## src/rtl/stopwatch_ctrl_pkg.sv

```systemverilog
// Shared types and constants for the stopwatch front-end sequencer.
// Button event bit i of the event vector corresponds to PRIO_ORDER[i]; bit 0 wins.
package stopwatch_ctrl_pkg;

    localparam int BCD_W   = 16;
    localparam int NUM_BTN = 7;

    localparam logic [BCD_W-1:0] LIM_UP_BCD   = 16'h4030;
    localparam logic [BCD_W-1:0] LIM_DOWN_BCD = 16'h1020;

    typedef enum logic [2:0] {
        IDLE  = 3'd0,
        RUN   = 3'd1,
        PAUSE = 3'd2,
        CMD   = 3'd3,
        DONE  = 3'd4
    } state_e;

    typedef enum logic [1:0] {CMD_NONE, CMD_RST, CMD_ADD, CMD_SUB} cmd_e;

    typedef enum logic [2:0] {
        EV_NONE, EV_RST, EV_SS, EV_DIR, EV_ADD, EV_SUB, EV_FAST, EV_SLOW
    } evt_e;

    localparam evt_e PRIO_ORDER [NUM_BTN] =
        '{EV_RST, EV_SS, EV_DIR, EV_ADD, EV_SUB, EV_FAST, EV_SLOW};

    function automatic evt_e pick_winner(input logic [NUM_BTN-1:0] ev);
        pick_winner = EV_NONE;
        for (int i = NUM_BTN - 1; i >= 0; i--) begin
            if (ev[i]) pick_winner = PRIO_ORDER[i];
        end
    endfunction

    function automatic cmd_e evt_to_cmd(input evt_e e);
        case (e)
            EV_RST:  evt_to_cmd = CMD_RST;
            EV_ADD:  evt_to_cmd = CMD_ADD;
            EV_SUB:  evt_to_cmd = CMD_SUB;
            default: evt_to_cmd = CMD_NONE;
        endcase
    endfunction

endpackage

```

## src/rtl/stopwatch_ctrl_if.sv

```systemverilog
// Control pins and live BCD count shared between the sequencer and the stopwatch.
interface stopwatch_ctrl_if;
    import stopwatch_ctrl_pkg::*;

    logic             START;
    logic             REVERSE;
    logic             RESET;
    logic             ADD;
    logic             SUBTRACT;
    logic             SPEED_UP;
    logic             SPEED_DOWN;
    logic [BCD_W-1:0] Q_in;

    modport master (
        output START, REVERSE, RESET, ADD, SUBTRACT, SPEED_UP, SPEED_DOWN,
        input  Q_in
    );

    modport slave (
        input  START, REVERSE, RESET, ADD, SUBTRACT, SPEED_UP, SPEED_DOWN,
        output Q_in
    );

endinterface

```

## src/rtl/btn_sync_edge.sv

```systemverilog
// Raw button synchronizer followed by a registered rising-edge detector.
// One-cycle pulse appears SYNC_STAGES+1 edges after the first edge sampling raw high.
module btn_sync_edge #(
    parameter int SYNC_STAGES = 2
) (
    input  logic clk_in,
    input  logic RESET_N,
    input  logic raw,
    output logic pulse
);

    // sh[SYNC_STAGES-1:0] is the synchronizer; the top two bits feed the edge detector.
    logic [SYNC_STAGES+1:0] sh;

    // NOTE: sequential state uses non-blocking assignments so every flop samples pre-edge values.
    always_ff @(posedge clk_in or negedge RESET_N) begin
        if (!RESET_N) begin
            sh    <= '0;
            pulse <= 1'b0;
        end else begin
            sh    <= {sh[SYNC_STAGES:0], raw};
            pulse <= sh[SYNC_STAGES] & ~sh[SYNC_STAGES+1];
        end
    end

endmodule

```

## src/rtl/stopwatch_ctrl.sv

```systemverilog
// Button arbiter, run/pause/done FSM, fixed-width command pulses and one-deep pending slot.
module stopwatch_ctrl
    import stopwatch_ctrl_pkg::*;
#(
    parameter int               SYNC_STAGES  = 2,
    parameter int               PULSE_CYCLES = 4,
    parameter logic [BCD_W-1:0] UP_LIMIT     = LIM_UP_BCD,
    parameter logic [BCD_W-1:0] DOWN_LIMIT   = LIM_DOWN_BCD
) (
    input  logic                    clk_in,
    input  logic                    RESET_N,
    input  logic                    btn_start_stop,
    input  logic                    btn_dir,
    input  logic                    btn_reset,
    input  logic                    btn_add,
    input  logic                    btn_sub,
    input  logic                    btn_fast,
    input  logic                    btn_slow,
    stopwatch_ctrl_if.master        sw,
    output logic [2:0]              state,
    output logic                    done,
    output logic                    busy
);

    localparam int              CNT_W    = (PULSE_CYCLES > 1) ? $clog2(PULSE_CYCLES) : 1;
    localparam logic [CNT_W-1:0] CNT_LAST = CNT_W'(PULSE_CYCLES - 1);

    logic [NUM_BTN-1:0] raw_btn, ev;
    evt_e               win;
    cmd_e               win_cmd, pend_m;
    logic               terminal, enter_cmd, pulse_on;

    state_e             state_q, state_d, ret_q, ret_d;
    cmd_e               cmd_q, cmd_d, pend_q, pend_d;
    logic [CNT_W-1:0]   cnt_q, cnt_d;
    logic               gap_q, gap_d, rev_q, rev_d, up_q, up_d, dn_q, dn_d;

    assign raw_btn = {btn_slow, btn_fast, btn_sub, btn_add, btn_dir, btn_start_stop, btn_reset};

    for (genvar i = 0; i < NUM_BTN; i++) begin : g_btn
        btn_sync_edge #(.SYNC_STAGES(SYNC_STAGES)) u_btn (
            .clk_in (clk_in),
            .RESET_N(RESET_N),
            .raw    (raw_btn[i]),
            .pulse  (ev[i])
        );
    end

    assign win      = pick_winner(ev);
    assign win_cmd  = evt_to_cmd(win);
    assign terminal = (sw.Q_in == (rev_q ? DOWN_LIMIT : UP_LIMIT));

    function automatic logic cmd_legal(input state_e st, input cmd_e c);
        case (st)
            IDLE, PAUSE: cmd_legal = (c != CMD_NONE);
            RUN, DONE:   cmd_legal = (c == CMD_RST);
            default:     cmd_legal = 1'b0;
        endcase
    endfunction

    // A reset overwrites anything pending; add/sub only fill an empty slot.
    always_comb begin
        pend_m = pend_q;
        if (win_cmd == CMD_RST)
            pend_m = CMD_RST;
        else if (win_cmd != CMD_NONE && pend_q == CMD_NONE)
            pend_m = win_cmd;
    end

    // NOTE: every always_comb output gets a default first so no latch can be inferred.
    always_comb begin
        state_d   = state_q;
        ret_d     = ret_q;
        cmd_d     = cmd_q;
        pend_d    = pend_q;
        cnt_d     = cnt_q;
        gap_d     = gap_q;
        rev_d     = rev_q;
        up_d      = up_q;
        dn_d      = dn_q;
        enter_cmd = 1'b0;

        if (win == EV_FAST) begin
            up_d = ~up_q;
            dn_d = 1'b0;
        end else if (win == EV_SLOW) begin
            dn_d = ~dn_q;
            up_d = 1'b0;
        end

        case (state_q)
            IDLE, PAUSE: begin
                if (win == EV_SS)              state_d = RUN;
                else if (win == EV_DIR)        rev_d = ~rev_q;
                else if (win_cmd != CMD_NONE)  enter_cmd = 1'b1;
            end
            RUN: begin
                if (win == EV_RST)      enter_cmd = 1'b1;
                else if (terminal)      state_d = DONE;
                else if (win == EV_SS)  state_d = PAUSE;
            end
            DONE: begin
                if (win == EV_RST) begin
                    enter_cmd = 1'b1;
                end else if (win == EV_DIR) begin
                    rev_d   = ~rev_q;
                    state_d = PAUSE;
                end
            end
            CMD: begin
                pend_d = pend_m;
                if (gap_q) begin
                    gap_d = 1'b0;
                end else if (cnt_q != CNT_LAST) begin
                    cnt_d = cnt_q + CNT_W'(1);
                end else if (cmd_legal(ret_q, pend_m)) begin
                    // Chain the pending command after one all-low cycle.
                    cmd_d  = pend_m;
                    pend_d = CMD_NONE;
                    gap_d  = 1'b1;
                    cnt_d  = '0;
                    if (pend_m == CMD_RST) ret_d = IDLE;
                end else begin
                    state_d = ret_q;
                    cmd_d   = CMD_NONE;
                    pend_d  = CMD_NONE;
                    cnt_d   = '0;
                end
            end
            default: state_d = IDLE;
        endcase

        if (enter_cmd) begin
            state_d = CMD;
            cmd_d   = win_cmd;
            cnt_d   = '0;
            gap_d   = 1'b0;
            pend_d  = CMD_NONE;
            ret_d   = (win_cmd == CMD_RST) ? IDLE : state_q;
        end
    end

    always_ff @(posedge clk_in or negedge RESET_N) begin
        if (!RESET_N) begin
            state_q <= IDLE;
            ret_q   <= IDLE;
            cmd_q   <= CMD_NONE;
            pend_q  <= CMD_NONE;
            cnt_q   <= '0;
            gap_q   <= 1'b0;
            rev_q   <= 1'b0;
            up_q    <= 1'b0;
            dn_q    <= 1'b0;
        end else begin
            state_q <= state_d;
            ret_q   <= ret_d;
            cmd_q   <= cmd_d;
            pend_q  <= pend_d;
            cnt_q   <= cnt_d;
            gap_q   <= gap_d;
            rev_q   <= rev_d;
            up_q    <= up_d;
            dn_q    <= dn_d;
        end
    end

    // Pulses decode from registered state, so an async reset cuts them off at once.
    assign pulse_on      = (state_q == CMD) && !gap_q;
    assign sw.START      = (state_q == RUN);
    assign sw.REVERSE    = rev_q;
    assign sw.RESET      = pulse_on && (cmd_q == CMD_RST);
    assign sw.ADD        = pulse_on && (cmd_q == CMD_ADD);
    assign sw.SUBTRACT   = pulse_on && (cmd_q == CMD_SUB);
    assign sw.SPEED_UP   = up_q;
    assign sw.SPEED_DOWN = dn_q;

    assign state = state_q;
    assign done  = (state_q == DONE);
    assign busy  = (state_q == CMD);

endmodule

```

## src/flat_wrapper.sv

```systemverilog
// flat-port wrapper written by rule: the top's interface ports become plain ports
module stopwatch_ctrl_flat import stopwatch_ctrl_pkg::*;
#(
    parameter int               SYNC_STAGES  = 2,
    parameter int               PULSE_CYCLES = 4,
    parameter logic [BCD_W-1:0] UP_LIMIT     = LIM_UP_BCD,
    parameter logic [BCD_W-1:0] DOWN_LIMIT   = LIM_DOWN_BCD
)
  (clk_in, RESET_N, btn_start_stop, btn_dir, btn_reset, btn_add, btn_sub, btn_fast, btn_slow, state, done, busy, sw_START, sw_REVERSE, sw_RESET, sw_ADD, sw_SUBTRACT, sw_SPEED_UP, sw_SPEED_DOWN, sw_Q_in);
  stopwatch_ctrl_if sw_i ();
  input  logic clk_in;
  input  logic RESET_N;
  input  logic btn_start_stop;
  input  logic btn_dir;
  input  logic btn_reset;
  input  logic btn_add;
  input  logic btn_sub;
  input  logic btn_fast;
  input  logic btn_slow;
  output logic [2:0] state;
  output logic done;
  output logic busy;
  output wire logic [$bits(sw_i.START)-1:0] sw_START;
  output wire logic [$bits(sw_i.REVERSE)-1:0] sw_REVERSE;
  output wire logic [$bits(sw_i.RESET)-1:0] sw_RESET;
  output wire logic [$bits(sw_i.ADD)-1:0] sw_ADD;
  output wire logic [$bits(sw_i.SUBTRACT)-1:0] sw_SUBTRACT;
  output wire logic [$bits(sw_i.SPEED_UP)-1:0] sw_SPEED_UP;
  output wire logic [$bits(sw_i.SPEED_DOWN)-1:0] sw_SPEED_DOWN;
  input wire logic [$bits(sw_i.Q_in)-1:0] sw_Q_in;
  assign sw_START = sw_i.START;
  assign sw_REVERSE = sw_i.REVERSE;
  assign sw_RESET = sw_i.RESET;
  assign sw_ADD = sw_i.ADD;
  assign sw_SUBTRACT = sw_i.SUBTRACT;
  assign sw_SPEED_UP = sw_i.SPEED_UP;
  assign sw_SPEED_DOWN = sw_i.SPEED_DOWN;
  assign sw_i.Q_in = sw_Q_in;
  stopwatch_ctrl #(.SYNC_STAGES(SYNC_STAGES), .PULSE_CYCLES(PULSE_CYCLES), .UP_LIMIT(UP_LIMIT), .DOWN_LIMIT(DOWN_LIMIT)) u_core (.clk_in(clk_in), .RESET_N(RESET_N), .btn_start_stop(btn_start_stop), .btn_dir(btn_dir), .btn_reset(btn_reset), .btn_add(btn_add), .btn_sub(btn_sub), .btn_fast(btn_fast), .btn_slow(btn_slow), .sw(sw_i), .state(state), .done(done), .busy(busy));
endmodule
```

## config.mk

```make
export PLATFORM = sky130hd
export DESIGN_NAME = stopwatch_ctrl_flat
export DESIGN_NICKNAME = d
export VERILOG_FILES = /design/src/rtl/stopwatch_ctrl_pkg.sv /design/src/rtl/stopwatch_ctrl_if.sv /design/src/rtl/btn_sync_edge.sv /design/src/rtl/stopwatch_ctrl.sv /design/src/flat_wrapper.sv
export SDC_FILE = /design/constraint.sdc
export NUM_CORES = 1
export LEC_CHECK = 0
export ABC_AREA = 0
export CORE_ASPECT_RATIO = 0.8
export CORE_MARGIN = 2
export CORE_UTILIZATION = 44
export DETAILED_ROUTE_END_ITERATION = 10
export GPL_TIMING_DRIVEN = 1
export MAX_ROUTING_LAYER = met4
export PLACE_DENSITY = 0.76
export SLEW_MARGIN = 10
export SYNTH_ARGS = -nofsm -noshare
export SYNTH_HDL_FRONTEND = slang
export SYNTH_SLANG_ARGS = --single-unit
```

## constraint.sdc

```tcl
create_clock -name clk_in -period 2.76 [get_ports clk_in]
set_input_delay 0.414 -clock clk_in [delete_from_list [all_inputs] [get_ports clk_in]]
set_output_delay 0.414 -clock clk_in [all_outputs]
set_load 0.02 [all_outputs]
```

### Yosys cells after proc, flatten, opt, wreduce, memory -nomap -nowiden

Cells that the tools add are included.

| word-level totals | value |
|---|---|
| register bits | 51 |
| input bits | 25 |
| output and inout bits | 12 |
| logic and storage cells | 163 |

| operators by class | value |
|---|---|
| $add $sub $neg | 1 |
| equality and inequality tests | 33 |
| muxes and demuxes | 64 |
| bitwise gates (word level) | 17 |
| reductions and logical operators | 25 |

Operators with widths:

| cell | number |
|---|---|
| $mux W3 | 24 |
| $mux W2 | 15 |
| $mux W1 | 19 |
| $eq A3 B3 Y1 const B | 6 |
| $eq A16 B16 Y1 | 1 |
| $eq A3 B2 Y1 const B | 5 |
| $mux W15 | 1 |
| $ne A3 B2 Y1 const B | 5 |
| $reduce_bool A2 Y1 | 7 |
| $pmux W3 S4 | 1 |
| $not A1 Y1 | 10 |
| $eq A3 B1 Y1 const B | 3 |
| $reduce_and A8 Y1 | 1 |
| $reduce_or A2 Y1 | 4 |
| $and A1 B1 Y1 | 7 |
| $eq A2 B1 Y1 const B | 3 |
| $logic_not A3 Y1 | 2 |
| $ne A2 B2 Y1 const B | 3 |
| $ne A3 B1 Y1 const B | 2 |
| $pmux W1 S2 | 3 |
| $pmux W2 S3 | 1 |
| $reduce_and A3 Y1 | 2 |
| $logic_and A1 B1 Y1 | 5 |
| $reduce_and A5 Y1 | 1 |
| other kinds (7) | 9 |

### Logic depth before layout (Yosys ltp)

| depth | value |
|---|---|
| word-level depth | 23 |
| depth in mapped cells | 7 |
| mapped depth without buffers | 6 |

### Hierarchy

From an unflattened synthesis, not the netlist that was laid out.

| second synthesis, totals | value |
|---|---|
| cell total of the unflattened synthesis | 174 |
| area, all modules | 2114.5 um^2 |

Modules (own cells, without submodules):

| module | instances | cells each | area each (um^2) |
|---|---|---|---|
| stopwatch_ctrl | 1 | 132 | 1142.3 |
| btn_sync_edge | 7 | 6 | 138.9 |

### Least setup slack after synthesis

OpenSTA, ideal clock, no wires.

| timing path | value |
|---|---|
| path type | flip-flop to output port |
| start | register u_core.state_q[1], in the netlist u_core.state[1] |
| end | output port sw_ADD |
| arrival | 1.533 ns |
| setup slack | 0.813 ns |
| stages on the path, launching flop included | 4 |
| buffers on the path | 1 |
| cell sequence | dfrtp_1 > buf_4 > nand3b_4 > nor4b_1 |

| on the way | value |
|---|---|
| cells in the longest elaborated chain, start to end | 3 |

Ends and longest elaborated chain:

| item | RTL line | RTL |
|---|---|---|
| start, declared | stopwatch_ctrl.sv:33 | `state_e state_q, state_d, ret_q, ret_d;` |
| start signal, assigned | stopwatch_ctrl.sv:155 | `state_q <= state_d;` |
| $eq A3 B2 Y1 | stopwatch_ctrl.sv:168 | `assign pulse_on = (state_q == CMD) && !gap_q;` |
| $logic_and A1 B1 Y1 | stopwatch_ctrl.sv:168 |  |
| $logic_and A1 B1 Y1 | stopwatch_ctrl.sv:172 | `assign sw.ADD = pulse_on && (cmd_q == CMD_ADD);` |
| end, declared | flat_wrapper.sv:26 | `output wire logic [$bits(sw_i.ADD)-1:0] sw_ADD;` |

No other way between the ends.

### Worst setup path after layout

| timing path | value |
|---|---|
| start | register u_core.state_q[0], in the netlist u_core.state[0] |
| end | output port sw_SUBTRACT |

| on the way | value |
|---|---|
| cells in the longest elaborated chain, start to end | 3 |

Ends and longest elaborated chain:

| item | RTL line | RTL |
|---|---|---|
| $eq A3 B2 Y1 | stopwatch_ctrl.sv:168 |  |
| $logic_and A1 B1 Y1 | stopwatch_ctrl.sv:168 |  |
| $logic_and A1 B1 Y1 | stopwatch_ctrl.sv:173 | `assign sw.SUBTRACT = pulse_on && (cmd_q == CMD_SUB);` |
| end, declared | flat_wrapper.sv:27 | `output wire logic [$bits(sw_i.SUBTRACT)-1:0] sw_SUBTRACT;` |

No other way between the ends.

==> flow_metrics.tcl <==
set metrics [dict create \
    syn_to_final_growth_pct 23.2 \
    power.density_nw_per_um2 825 \
    drtPass1Iterations 4 \
    synth_edf_count 0 \
    p_sw_frac 0.355 \
    yosysUniqueCellTypes 54 \
    async_flop_share 1.00 \
    synthCells 180 \
    antenna_found_initial 0 \
    grt_max_degree 28 \
    ys_seq_elements 51 \
    die_h_um 66.2 \
    crit_slowest_cell "dfrtp_1" \
    numPortBuffers 36 \
    r2r_end "u_core.ret_q[1]$_DFFE_PN0P_" \
    postRouteWirelength_mm 3.77 \
    cp.arrival_ns 2.13 \
    ant_nets 0 \
    r2r_slack_ns 1.00 \
    cts_resized 0 \
    final.setup.worst_slack_ns 0.217 \
    worstSetupStartpointType "flip-flop" \
    final.min_clock_period_ns 2.54 \
    routedWlPerCell_um 13.5 \
    worst_ep_required_time_ns 2.35 \
    switchingPower_w 0.000768 \
    routabilityCongestion 0.899 \
    io_pins 37 \
    leakagePower_nw 1.10 \
    ys_warn_count 0 \
    drv_cap 0 \
    viasPerCell 5.46 \
    clkTransAtPathRegs_ns 0.10 \
    syn-cell-area_um2 2130 \
    root_buffer "clkbuf_8" \
    worst_pin_slew_ns 0.537 \
    clock_power_share 0.201 \
    cp_max_fo 9 \
    min_path_type "in -> async" \
    cts_setup_buffers 0 \
    clock_latency_ns 0.31 \
    fp.dieW_um 81.8 \
    drc_errors 0 \
    cts_sinks 51 \
    clk_path_buf_depth 2 \
    seqPwrFrac 0.460 \
    hpwl_mm 2.81 \
    synth_ff_type "dfrtp_1" \
    pre_cts_slack_ns 0.464 \
    first_global_vias 1388 \
    fin_crit_sh 0.921 \
    syn_avg_cell_area_um2 11.8 \
    h-tree-depth 2 \
    max_freq_mhz 393 \
    antennaDiodeCount 0 \
    report.final.slew_viol_count 0 \
    layout-drive-gt1-share 0.114 \
    worstRegToRegCells 6 \
    syn_nets 206 \
    status "complete, no violations" \
    fin_worst_skew_ns 0.00632 \
    grt_first_pass_wirelength_mm 6.53 \
    ir_worst_vdd_v 0.000514 \
    yosysSeqAreaShare 0.600 \
    grt_usage 0.168 \
    cts_buffers 5 \
    num_vias 1528 \
    cts_tree "done" \
    setup-tns-final_ns 0 \
    rows 22 \
    die_area_um2 5410 \
    setup-violations-final 0 \
    globalRoute.totalOverflow 0 \
    rsz0062_at_grt "no" \
    fp.coreArea_um2 4620 \
    worst_r2r_startpoint "u_core.cnt_q[0]$_DFFE_PN0P_" \
    criticalPathCategory "reg -> out" \
    maxSlewHeadroom 0.642 \
    cell_internal_pwr_w 0.00139 \
    start_util 0.460 \
    end_kind "output pin" \
    finalHoldViolations 0 \
    drt-initial-drc-count 153 \
    fin_nets 245 \
    ctsHoldBuffers 0 \
    crit_chain "nand3b_4, nor2_1, and3_1, clkdlybuf4s50_1" \
    slowest_delay_ns 0.60 \
    pwr-share-comb 0.339 \
]
-- cells in the final DEF (no fill, tap or decap), drive strengths merged, types with 2 or more instances in the layout --
master,n
a21o,3
a21oi,10
inv,10
nor3,6
nor2,21
clkbuf,5
nor4bb,2
dfrtp,51
o31ai,2
o21ai,7
nand4,2
nand2,8
and3,2
nand2b,3
nor2b,10
buf,2
o211ai,3
o22ai,3
o21a,2
o311ai,2
o31a,2
nand3,2
o311a,4
clkdlybuf4s50,35
nor4b,2
a32o,2
-- area by class of cell --
class	count	area, um^2
Fill cell	400	2000
Multi-Input combinational cell	116	781
Clock inverter	3	22.5
Timing Repair Buffer	37	363
Clock buffer	5	68.8
Inverter	8	32.5
Tap cell	60	75.1
Sequential cell	51	1280
-- sequential cells by signal (all words and copies together) (netlist names) --
signal and cells:
u_core.g_btn.u_btn.pulse 7, u_core.sw.SPEED_DOWN 1, u_core.cmd_q 2, u_core.gap_q 1
u_core.ret_q 3, u_core.state 3, u_core.pend_q 2, u_core.cnt_q 2
u_core.g_btn.u_btn.sh 28, u_core.sw.REVERSE 1, u_core.sw.SPEED_UP 1
-- cells in the mapped netlist, types with 2 or more instances --
cell	count	area (um^2)
and3_1	2	12.5
nor2_1	19	71.3
o21ai_0	5	25.0
nor4bb_1	2	20.0
o22ai_1	3	18.8
nand4_1	2	12.5
o211ai_1	3	22.5
o21ai_1	2	10.0
nand2_1	8	30.0
o31ai_1	2	15.0
inv_2	2	7.51
a21o_1	3	22.5
o21a_1	2	15.0
nand2b_1	3	18.8
a21oi_2	2	17.5
dfrtp_1	51	1280
nor3_1	5	25.0
a32o_1	2	20.0
nor2b_1	10	62.6
o31a_1	2	17.5
o311a_1	4	40.0
buf_6	2	22.5
inv_1	5	18.8
nand3_1	2	10.0
a21oi_1	8	40.0
-- kinds of logic after synthesis --
logic type / count (synthesis) / share of synthesized area
xor gates and xnor gates: 1 / 0.00412
DFF: 51 / 0.600
and+or+nand+nor: 65 / 0.182
adders and majority gates: 1 / 0.00588
buffers and inverters: 13 / 0.0335
AOI/OAI and AO/OA: 49 / 0.175
-- per-stage QoR --
| step | area [um^2] | std cells | util | total power (W) | hold slack, ns |
|---|---|---|---|---|---|
| global route | 2620 | 280 | 0.567 | 0.00233 | 0.115 |
| finish | 2620 | 280 | 0.567 | 0.00216 | 0.0757 |
| global placement | 2530 | 272 | 0.547 | 0.00174 | 0.332 |
| CTS | 2620 | 280 | 0.566 | 0.00218 | 0.0878 |
| detailed placement | 2530 | 272 | 0.547 | 0.00174 | 0.336 |
| floorplan | 2130 | 180 | - | 0.00149 | 0.118 |
-- worst max path at each step --
stage,endpoint,depth (start not counted),slack (ns),from
final,sw_SUBTRACT,4,0.22,u_core.state[0]$_DFFE_PN0P_
after global routing,sw_SUBTRACT,4,0.05,u_core.state[0]$_DFFE_PN0P_
after CTS,sw_SUBTRACT,4,0.12,u_core.state[2]$_DFFE_PN0P_
after detailed placement,sw_SUBTRACT,4,0.46,u_core.state[2]$_DFFE_PN0P_
after global placement,sw_SUBTRACT,4,0.52,u_core.state[2]$_DFFE_PN0P_
after floorplan,sw_ADD,3,0.81,u_core.state[1]$_DFFE_PN0P_
-- power groups by stage --
| stage | Combinational, W | Clock [W] | Sequential [W] |
|---|---|---|---|
| floorplan | 0.000509 | 0 | 0.000977 |
| global placement | 0.000731 | 0 | 0.00101 |
| detailed placement | 0.000732 | 0 | 0.00101 |
| CTS | 0.000735 | 0.000454 | 0.000995 |
| global route | 0.000816 | 0.000494 | 0.00102 |
| finish | 0.000733 | 0.000434 | 0.000995 |
-- per-layer routing --
layer / share of wire / track usage / wire length [um]
met1: 0.47 / 0.229 / 1770
met5: 0 / - / 0
met2: 0.43 / 0.242 / 1630
met4: 0.012 / 0.0500 / 46
met3: 0.083 / 0.0519 / 314
-- critical path: cells and delay by family, from the launching register on --
family	cells	cell delay [ns]
AND/OR/NAND/NOR	3	0.63
flip-flops	1	0.60
buffers and inverters	1	0.59
Note: power is estimated with default switching activity, not from simulation.
